<file path="src/rtl/sumador_arbiter.sv">
// sumador_arbiter: round-robin front end that shares one external 16-bit
// add/sub datapath between two requesters. An accepted request is registered
// onto sum_a/sum_b/sum_control, the adder result is captured one cycle later,
// and a done pulse returns it to the requester that owns the operation.
// Status: wrapping completed-operation counter and sticky overflow flag.
module sumador_arbiter #(
    parameter int WIDTH = 16,
    parameter int CNT_W = 8
) (
    input  logic             clk,
    input  logic             rst,
    input  logic             req0,
    input  logic [WIDTH-1:0] a0,
    input  logic [WIDTH-1:0] b0,
    input  logic             ctrl0,
    input  logic             req1,
    input  logic [WIDTH-1:0] a1,
    input  logic [WIDTH-1:0] b1,
    input  logic             ctrl1,
    output logic             gnt0,
    output logic             gnt1,
    output logic             done0,
    output logic             done1,
    output logic [WIDTH-1:0] result,
    output logic             overflow,
    output logic             ovf_sticky,
    output logic [CNT_W-1:0] op_count,
    output logic             busy,
    input  logic             clr_stats,
    output logic [WIDTH-1:0] sum_a,
    output logic [WIDTH-1:0] sum_b,
    output logic             sum_control,
    input  logic [WIDTH-1:0] sum_result,
    input  logic             sum_overflow
);

    typedef enum logic [1:0] {
        IDLE = 2'd0,
        CALC = 2'd1,
        DONE = 2'd2
    } state_t;

    state_t           state_reg;
    state_t           state_next;

    logic             prio_reg;      // requester that wins a simultaneous request
    logic             owner_reg;     // requester owning the operation in flight
    logic             win;           // arbitration winner in the current IDLE cycle
    logic             accept;        // a request is being granted this cycle
    logic [1:0]       gnt_vec;
    logic [1:0]       done_vec;

    logic [WIDTH-1:0] sum_a_reg;
    logic [WIDTH-1:0] sum_b_reg;
    logic             sum_control_reg;
    logic [WIDTH-1:0] result_reg;
    logic             overflow_reg;
    logic             ovf_sticky_reg;
    logic [CNT_W-1:0] op_count_reg;

    // Next-state and arbitration: grants are only issued from IDLE.
    always_comb begin
        state_next = state_reg;
        win        = 1'b0;
        accept     = 1'b0;
        gnt_vec    = 2'b00;
        case (state_reg)
            IDLE: begin
                if (req0 || req1) begin
                    // Single requester wins outright; a tie goes to the pointer.
                    win        = (req0 && req1) ? prio_reg : req1;
                    accept     = 1'b1;
                    gnt_vec    = win ? 2'b10 : 2'b01;
                    state_next = CALC;
                end
            end
            CALC:    state_next = DONE;
            DONE:    state_next = IDLE;
            default: state_next = IDLE;
        endcase
    end

    // Per-requester done pulse: asserted only in DONE for the owner.
    generate
        for (genvar gi = 0; gi < 2; gi++) begin : g_done
            assign done_vec[gi] = (state_reg == DONE) && (owner_reg == gi[0]);
        end
    endgenerate

    // State register; reset aborts any operation in flight.
    always_ff @(posedge clk) begin
        if (rst) begin
            state_reg <= IDLE;
        end else begin
            state_reg <= state_next;
        end
    end

    // Operand launch on grant, then result capture after the adder settles.
    always_ff @(posedge clk) begin
        if (rst) begin
            sum_a_reg       <= '0;
            sum_b_reg       <= '0;
            sum_control_reg <= 1'b0;
            owner_reg       <= 1'b0;
            prio_reg        <= 1'b0;
            result_reg      <= '0;
            overflow_reg    <= 1'b0;
        end else begin
            if (accept) begin
                sum_a_reg       <= win ? a1 : a0;
                sum_b_reg       <= win ? b1 : b0;
                sum_control_reg <= win ? ctrl1 : ctrl0;
                owner_reg       <= win;
                prio_reg        <= ~win;   // the other requester wins the next tie
            end
            if (state_reg == CALC) begin
                result_reg   <= sum_result;
                overflow_reg <= sum_overflow;
            end
        end
    end

    // Status counters; a clear takes precedence over a same-cycle update.
    always_ff @(posedge clk) begin
        if (rst) begin
            op_count_reg   <= '0;
            ovf_sticky_reg <= 1'b0;
        end else if (clr_stats) begin
            op_count_reg   <= '0;
            ovf_sticky_reg <= 1'b0;
        end else if (state_reg == DONE) begin
            op_count_reg   <= op_count_reg + 1'b1;
            ovf_sticky_reg <= ovf_sticky_reg | overflow_reg;
        end
    end

    assign gnt0        = gnt_vec[0];
    assign gnt1        = gnt_vec[1];
    assign done0       = done_vec[0];
    assign done1       = done_vec[1];
    assign busy        = (state_reg != IDLE);
    assign result      = result_reg;
    assign overflow    = overflow_reg;
    assign ovf_sticky  = ovf_sticky_reg;
    assign op_count    = op_count_reg;
    assign sum_a       = sum_a_reg;
    assign sum_b       = sum_b_reg;
    assign sum_control = sum_control_reg;

endmodule

</file>
<file path="config.mk">
export PLATFORM = sky130hd
export DESIGN_NAME = sumador_arbiter
export DESIGN_NICKNAME = d
export VERILOG_FILES = /design/src/rtl/sumador_arbiter.sv
export SDC_FILE = /design/constraint.sdc
export NUM_CORES = 1
export LEC_CHECK = 0
export BUFFER_PORTS_ARGS = -buffer_cell sky130_fd_sc_hd__buf_2
export CAP_MARGIN = 25
export CORE_AREA = 2 2 86 88
export CTS_CLUSTER_DIAMETER = 200
export DETAILED_ROUTE_END_ITERATION = 10
export DIE_AREA = 0 0 88 90
export MAX_ROUTING_LAYER = met4
export PLACE_DENSITY_LB_ADDON = 0.25
export SYNTH_ARGS = -nofsm -noshare
export SYNTH_HDL_FRONTEND = slang
export SYNTH_SLANG_ARGS = --single-unit
</file>
<file path="constraint.sdc">
create_clock -name clk -period 1.5 [get_ports clk]
set_clock_uncertainty 0.1 [all_clocks]
set_input_delay 0.3 -clock clk [delete_from_list [all_inputs] [get_ports clk]]
set_output_delay 0.3 -clock clk [all_outputs]
set_load 0.02 [all_outputs]
</file>
After elaboration in Yosys (flattened, before gate mapping)
Index checks and enable logic that the tools add are counted.
{"block": "classes", "n_addsub": 1, "mux": 13, "n_reduce_logical": 7, "n_bitwise": 3, "n_eq_ne": 3}
{"cell": "$mux 16", "n": 2}
{"cell": "$add 8x1->8 const B", "n": 1}
{"cell": "$mux 2", "n": 4}
{"cell": "$mux 1", "n": 6}
{"cell": "$pmux 2 s2", "n": 1}
{"cell": "$logic_and 1x1->1", "n": 3}
{"cell": "$eq 2x1->1 const B", "n": 1}
{"cell": "$eq 2x2->1 const B", "n": 1}
{"cell": "$logic_not 2->1", "n": 1}
{"cell": "$ne 2x2->1 const B", "n": 1}
{"cell": "$not 1->1", "n": 2}
{"cell": "$reduce_bool 2->1", "n": 1}
{"cell": "$reduce_or 2->1", "n": 1}
{"cell": "$logic_or 1x1->1", "n": 1}
{"cell": "$or 1x1->1", "n": 1}
{"block": "totals", "word_cells": 37, "input_bits": 88, "ff_bits": 63}

Logic depth before layout (Yosys ltp)
Gate-level depths: netlist (run 1).
{"block": "depth", "word_depth": 5, "ltp_mapped": 6, "ltp_nobuf": 4}

Least setup slack after synthesis (run 1)
Ideal clock, no wire load.
{"block": "synth_path", "kind": "input to output", "startpoint": "input req1", "endpoint": "output gnt0", "n_path_buf": 2, "required_time_ps": 1100, "t_arrival_ps": 1193, "slack_ps": -93, "cell_stages": 4, "cell_sequence": "buf_2 a21boi_1 clkbuf_1 and2_1"}
{"block": "synth_between", "elab_chain_len": 5, "elab_cells_between_ends": 6, "classes_between": "4 x mux; 2 x reduce/logical"}
{"item": "start: declaration", "line": "16", "text": "input logic req1,"}
{"item": "$logic_and 1x1->1", "line": "71", "text": "win = (req0 && req1) ? prio_reg : req1;"}
{"item": "$mux 1", "line": "71"}
{"item": "$mux 2", "line": "73", "text": "gnt_vec = win ? 2'b10 : 2'b01;"}
{"item": "$mux 2 *", "line": "69", "text": "if (req0 || req1) begin"}
{"item": "$mux 2 *", "line": "67", "text": "case (state_reg)"}
{"item": "end: declaration", "line": "20", "text": "output logic gnt0,"}
Mark *: on every way between the ends. The rest lies on a longest branch, timed or not.

Final worst setup path (run 1)
{"block": "layout_path", "startpoint": "register state_reg[0]", "endpoint": "output gnt1"}
{"block": "layout_between", "elab_chain_len": 2}
{"item": "start: declaration", "line": "43", "text": "state_t state_reg;"}
{"item": "start signal: assignment", "line": "95", "text": "state_reg <= state_next;"}
{"item": "$logic_not 2->1", "line": "67"}
{"item": "$mux 2", "line": "67"}
{"item": "end: declaration", "line": "21", "text": "output logic gnt1,"}
No other way between the ends.

==> results of run 1 <==
## worst reg2reg max path, delay by kind of cell (launching register included)
kind / cells / cell delay, ps
AOI/OAI and AO/OA: 2 / 270
buffers and inverters: 3 / 510
DFF: 1 / 360
and+or+nand+nor: 1 / 150
## through the flow
stage | cells | setup TNS (ps)
after floorplan | 337 | 0
after global placement | 575 | 0
after detailed placement | 575 | -20.0
after CTS | 599 | -635
after global routing | 600 | -1430
final | 600 | -562
## per-layer routing
metal  share of wire [%]  wire length (um)  global-route usage (%)
met5                   0                 0                       -
met4                 1.8               156                    8.21
met3                 6.9               584                    5.51
met2                  48              4060                    34.2
met1                  44              3710                    27.5
## how the worst min path moves through the flow
| stage | start | end | slack [ps] | cells past startpoint |
|---|---|---|---|---|
| 2_1_floorplan | sum_overflow | overflow$_SDFFE_PP0N_ | 340 | 2 |
| 3_3_place_gp | result[9]$_SDFFE_PP0N_ | result[9]$_SDFFE_PP0N_ | 340 | 2 |
| 3_5_place_dp | result[14]$_SDFFE_PP0N_ | result[14]$_SDFFE_PP0N_ | 340 | 2 |
| 4_1_cts | sum_result[13] | result[13]$_SDFFE_PP0N_ | 80 | 3 |
| 5_1_grt | sum_result[1] | result[1]$_SDFFE_PP0N_ | 80 | 3 |
| 6_report | sum_result[3] | result[3]$_SDFFE_PP0N_ | 90 | 3 |
## cell usage in the layout, fill, tap and decap left out, types with 3 or more instances in the layout
cell	instances
a2111oi_2	3
a21oi_1	39
a31oi_1	30
buf_12	3
buf_2	146
buf_4	27
buf_6	3
clkbuf_8	11
dfxtp_1	59
dfxtp_4	3
inv_1	13
nand2_1	35
nand3_1	20
nand4_1	19
nor2_1	7
nor3_1	3
nor4_1	4
o21ai_0	15
o21ai_1	6
o32ai_1	11
or3_1	3
## cell families (layout without fill, tap and decap cells)
group / after synthesis / in the layout
and+or+nand+nor: 111 / 111
AOI/OAI and AO/OA: 109 / 109
buffers and inverters: 50 / 214
adders and majority gates: 1 / 1
xor gates and xnor gates: 2 / 2
DFF: 63 / 63
muxes: 1 / 1
## cell type report
type                            count  area, um^2
Inverter                           15        57.6
Multi-Input combinational cell    224        1360
Clock buffer                       13         159
Fill cell                         648        2870
Clock inverter                      3        65.1
Sequential cell                    63        1270
Tap cell                           99         124
Timing Repair Buffer              183        1110
## power groups by stage
stage / combinational (W) / clock [W] / sequential (W)
finish: 0.00109 / 0.00167 / 0.00187
global route: 0.00119 / 0.00179 / 0.00189
CTS: 0.00103 / 0.00170 / 0.00187
detailed placement: 0.000942 / 0 / 0.00191
global placement: 0.000932 / 0 / 0.00191
floorplan: 0.000415 / 0 / 0.00204
## timing repair
item | in CTS | in global routing
pin swaps | 1 | 0
setup endpoints to repair | 7 | 55
gates resized for setup | 25 | 24
gates cloned | 1 | 1
setup buffers | 7 | 0
==> impl_results.md, run 1 <==
- Combinational power share: a little under a quarter
- Largest family of logic cells by synthesized area: compound AO/OA/AOI/OAI gates
- Initial antenna violation count: 0
- Crit. End Element: output pin
- R2R Path End: sum_a[4]$_SDFFE_PP0P_
- Vias in the first global route: about 3k
- Flop2flop setup slack: 0 ps
- Clock-pin slew on the worst setup and hold paths: 70 ps
- CP Depth: 4
- WP data required: approximately 1100 ps
- Post-Synthesis Cells: 337
- Sink Count: 63
- Final HPWL DP: just under 6000 um
- Async SR Flop Fraction: 0%
- Proportion of layout cells with a drive suffix above 1: between 40 and 50%
- Worst-skew pair later-pin latency: ~330 ps
- Post-route ant nets: 0
- Final GP Congestion: around 0.8
- Crit Path Category: reg -> out
- DR vias: 3139
- First-pass GRT wire length: between 10000 and 15000 um
- Max incr delay on CP: roughly 360 ps
- Avg Cell Area, Syn: slightly above 8 um^2
- Number of flops mapped to enable cells by yosys: 0
- Max VDD drop: approximately 0.60 mV
- Status: finished, violations left
- Core Rows: 31
- Post-route DRC: 0
- Synthesized Nets: 426
- Adder-cell area share of the yosys netlist: 0.457%
- Crit-path slowest cell: dfxtp_4
- Max_slew headroom: a little under two thirds
- Synth Area in Compound Gates: between 20% and 30%
- Register bit total from synthesis: between 60 and 70
- Reg2reg start: state_reg[0]$_SDFFE_PP0P_
- WL per Instance: about 14 um
- Post-Synth XOR/XNOR Area: 0.640%
- Final min period: 1670 ps
- Sw Ratio: 28.7%
- Simple-Gate Fraction of Synth Area: a little over a fifth
- Synth area leaders: dfxtp_1 (46%), a21oi_1 (7.1%), a31oi_1 (6.9%), nand2_1 (4.8%), nand4_1 (4.3%)
- Nets: roughly 590
- Placed standard-cell area: about 0.0037 mm^2
- Ys flop type: dfxtp_1
- Yosys Warn Count: 0
- Count of pins over their slew limit: 0
- Buffers on Ports: about 150
- Count leader, synth: dfxtp_1
- Initial drt markers: 138
- TritonCTS Buffers: 9
- Die height: roughly 90 um
- Via/cell ratio: ~5.2
- Crit path DAT: approximately 1300 ps
- Root Buffer: clkbuf_8
- Die ar.: roughly 0.008 mm^2
- Path depth of the worst reg2reg path: 6
- Drt pass-1 iters: 4
- Max-cap viol count: 0
- Sequential-to-total area share from yosys stat: a little under half
- NetSw: 0.00133 W
- Area Overhead vs Synth: 51.8%
- CTS tree: done
- PwrDens: approximately 1100 mW/mm^2
- # IOs: between 150 and 200
- Delay-heaviest family, CP: flip-flops
- Maximum root-to-sink buffer count: 2
- Worst setup path end: gnt1
- Initial Util: 39.0%
- Die width: 88 um
- Yosys top cell by area: dfxtp_1
- Final Cycle Share: 111%
- Pwr Total: around 0.0046 W
- Post-Synthesis Cell Area: 0.00274 mm^2
- Synth cell count leaders: dfxtp_1 (63), a21oi_1 (39), nand2_1 (35)
- Startpoint types: register
- N_diodes: 0
- Total GRT Usage: between 20% and 30%
- Final Hold Viols: 0
- CP Buf/Inv Count: 2
- Largest net degree at the start of global routing: 28
- Post-Route Utilization: 59.2%
- WL final: between 8000 and 9000 um
- CP max FO: 6
- H-Tree Depth: 3
- DP Worst Slack: -10.1 ps
- Failing checks: setup timing
- GRT overflow: 0
- Setup ws final: -166 ps
- Max frequency: about 600 MHz
- Slew @ Worst Pin: between 500 and 600 ps
- Worst min path class: in -> reg
- Top cell type's share of synthesized area: 46.1%
- Internal power: 0.00331 W
- Final instance area: ~0.0042 mm^2
- Share of power burned in registers: about two fifths
- CTS Hold Buffers Added: 0
- Cell Chain, Critical Path: nor2_4, buf_12, and3_4, buf_6
- Multiplexer share of the synthesized area: less than 1%
- Post-synth cell types: 37
- Core area: around 0.007 mm^2
- CP Launch Point: state_reg[0]$_SDFFE_PP0P_
- Count of final setup violators: 7
- Clock share of power: between 30% and 40%
- Static Leakage: between 1.5 and 2 nW
- Worst Hold Slack: just over 90 ps
- RSZ-0062 raised after global routing: yes
(Power assumes the default switching activity.)
==> run 2, diff against run 1 <==
Settings changed: BUFFER_PORTS_ARGS -buffer_cell sky130_fd_sc_hd__buf_2 to not set, CORE_AREA 2 2 86 88 to 10 10 94 96, DIE_AREA 0 0 88 90 to 0 0 104 106, DONT_BUFFER_PORTS set to 1.
==> run 2 against run 1 <==
The run still ends with setup timing left. Count of clock-buffer cells in the layout is 3 lower. Global-route usage shrank 4.6 points. Maximum frequency is 3.1% higher.
==> impl_results.md, run 2 (synthesis results as in run 1) <==
- TritonCTS Buffers: 9 (unchanged)
- CP max FO: 4 (was 6)
- Max frequency: 619 MHz (was 600 MHz)
- DR vias: 2763 (was 3139)
- Placed standard-cell area: 0.00300 mm^2 (was 0.00367 mm^2)
- Crit Path Category: reg -> out (unchanged)
- Largest net degree at the start of global routing: 53 (was 28)
- Slew @ Worst Pin: 412 ps (was 539 ps)
- # IOs: 152 (unchanged)
- DP Worst Slack: 23.0 ps (was -10.1 ps)
- Proportion of layout cells with a drive suffix above 1: 23.1% (was 43.7%)
- Final Hold Viols: 0 (unchanged)
- Die ar.: 0.0110 mm^2 (was 0.00792 mm^2)
- Die height: 106 um (was 90 um)
- Nets: 461 (was 585)
- Max-cap viol count: 0 (unchanged)
- Post-route ant nets: 0 (unchanged)
- Delay-heaviest family, CP: buffers and inverters (was flip-flops)
- H-Tree Depth: 3 (unchanged)
- Final HPWL DP: 6620 um (was 5900 um)
- Drt pass-1 iters: 4 (unchanged)
- Core area: 0.00706 mm^2 (was 0.00702 mm^2)
- Final min period: 1620 ps (was 1670 ps)
- WL per Instance: 20.4 um (was 14.2 um)
- Vias in the first global route: 2882 (was 2998)
- Filler cell count: 655 (was 648)
- N_diodes: 0 (unchanged)
- Worst-skew pair later-pin latency: 330 ps (about the same)
- Final Cycle Share: 108% (was 111%)
- Crit. End Element: output pin (unchanged)
- Static Leakage: 1.34 nW (was 1.85 nW)
- Setup ws final: -116 ps (was -166 ps)
- Buffers on Ports: 0 (was 151)
- Max incr delay on CP: 350 ps (was 360 ps)
- Count of final setup violators: 11 (was 7)
- Initial drt markers: 79 (was 138)
- Status: finished, violations left (unchanged)
- Commonest non-fill, non-tap cell in the layout: dfxtp_1 (was buf_2)
- WL final: 9690 um (was 8510 um)
- Die width: 104 um (was 88 um)
- Max VDD drop: 0.497 mV (was 0.595 mV)
- Cell Chain, Critical Path: nor2_4, clkinv_2, buf_12, buf_8 (was nor2_4, buf_12, and3_4, buf_6)
- RSZ-0062 raised after global routing: yes (unchanged)
- Count of pins over their slew limit: 0 (unchanged)
- Crit path DAT: 1220 ps (was 1270 ps)
- PwrDens: 1250 mW/mm^2 (was 1120 mW/mm^2)
- Startpoint types: register (unchanged)
- Initial antenna violation count: 0 (unchanged)
- Post-route DRC: 0 (unchanged)
- First-pass GRT wire length: 15400 um (was 13700 um)
- Setup TNS: -668 ps (was -562 ps)
- Final instance area: 0.00377 mm^2 (was 0.00415 mm^2)
- Core Rows: 31 (unchanged)
- Initial Util: 38.8% (was 39.0%)
- Final GP Congestion: 0.795 (was 0.801)
- GRT overflow: 0 (unchanged)
- WP data required: 1100 ps (about the same)
- CP Buf/Inv Count: 3 (was 2)
- Max_slew headroom: 72.6% (was 64.0%)
- Via/cell ratio: 5.80 (was 5.23)
- Area Overhead vs Synth: 37.9% (was 51.8%)
- Maximum root-to-sink buffer count: 2 (unchanged)
- Crit-path slowest cell: dfxtp_2 (was dfxtp_4)
- Most frequent cells in the layout: dfxtp_1 (60), a21oi_1 (38), nand2_1 (35), buf_4 (31), a31oi_1 (30) (was buf_2 (146), dfxtp_1 (59), a21oi_1 (39), nand2_1 (35), a31oi_1 (30))
- Root Buffer: clkbuf_8 (unchanged)
- Clock-pin slew on the worst setup and hold paths: 70 ps (about the same)
- Worst min path class: in -> reg (unchanged)
- Sink Count: 63 (unchanged)
- Failing checks: setup timing (unchanged)
- Total GRT Usage: 17.5% (was 22.1%)
- CTS tree: done (unchanged)
## run 2: changes by cell type in the layout (fill, tap and decap cells not counted), moves of 2 or more
cell | previous run | this run
a2111oi_2 | 3 | 0
a2111oi_4 | 0 | 4
buf_2 | 146 | 0
o21ai_1 | 6 | 11
dlygate4sd3_1 | 0 | 15
buf_6 | 3 | 5
clkbuf_1 | 2 | 0
clkinv_4 | 0 | 2
dfxtp_4 | 3 | 1
buf_12 | 3 | 5
o21ai_0 | 15 | 10
buf_4 | 27 | 31
## run 2: per-stage QoR
step	util, %	hold WS, ps	total power [W]	std cells
4_1_cts	51.5	0.257	0.00470	472
2_1_floorplan	-	336	0.00246	337
5_1_grt	53.5	9.29	0.00492	476
3_5_place_dp	42.5	279	0.00264	432
3_3_place_gp	42.5	277	0.00263	432
6_report	53.5	12.3	0.00471	476
## run 2: repair_timing
item                       in CTS  in global routing
resized for setup              36                 22
pin swaps                       2                  5
hold buffers                   16                  0
hold endpoints to repair       43                  0
buffers inserted                7                  5
setup endpoints to repair       6                 50
gates cloned                    2                  0
## run 2: final timing paths
path                        startpoint                  endpoint  slack (ps)  depth (start not counted)
max          state_reg[1]$_SDFFE_PP0P_                      busy        -120                          4
min                      sum_result[9]    result[9]$_SDFFE_PP0N_          10                          2
max reg2reg  state_reg[0]$_SDFFE_PP0P_  op_count[5]$_SDFFE_PP0N_         -60                          5
min reg2reg   op_count[5]$_SDFFE_PP0N_  op_count[5]$_SDFFE_PP0N_         430                          2
## run 2: area by class of cell
class / count / area, um^2 / area share (%)
clock buffers: 10 / 138 / 3.65
clock inverters: 6 / 116 / 3.08
inverters: 15 / 60.1 / 1.59
multi-input cells: 224 / 1450 / 38.4
flip-flops and latches: 63 / 1270 / 33.6
well taps: 99 / 124 / 3.28
repair buffers: 59 / 619 / 16.4
## run 2: routing by layer
metal / up-vias / track usage, % / wire length, um / share of wire (%)
met2: 119 / 28.4 / 4720 / 49
li1: 1310 / - / - / -
met1: 1322 / 20.3 / 4020 / 41
met4: 0 / 5.17 / 120 / 1.2
met5: - / - / 0 / 0
met3: 12 / 5.74 / 827 / 8.5
## run 2: power breakdown
part | leakage (nW) | switching, W | internal (W)
Sequential | 0.518 | 0.000246 | 0.00180
Clock | 0.127 | 0.000701 | 0.00116
Combinational | 0.697 | 0.000405 | 0.000398
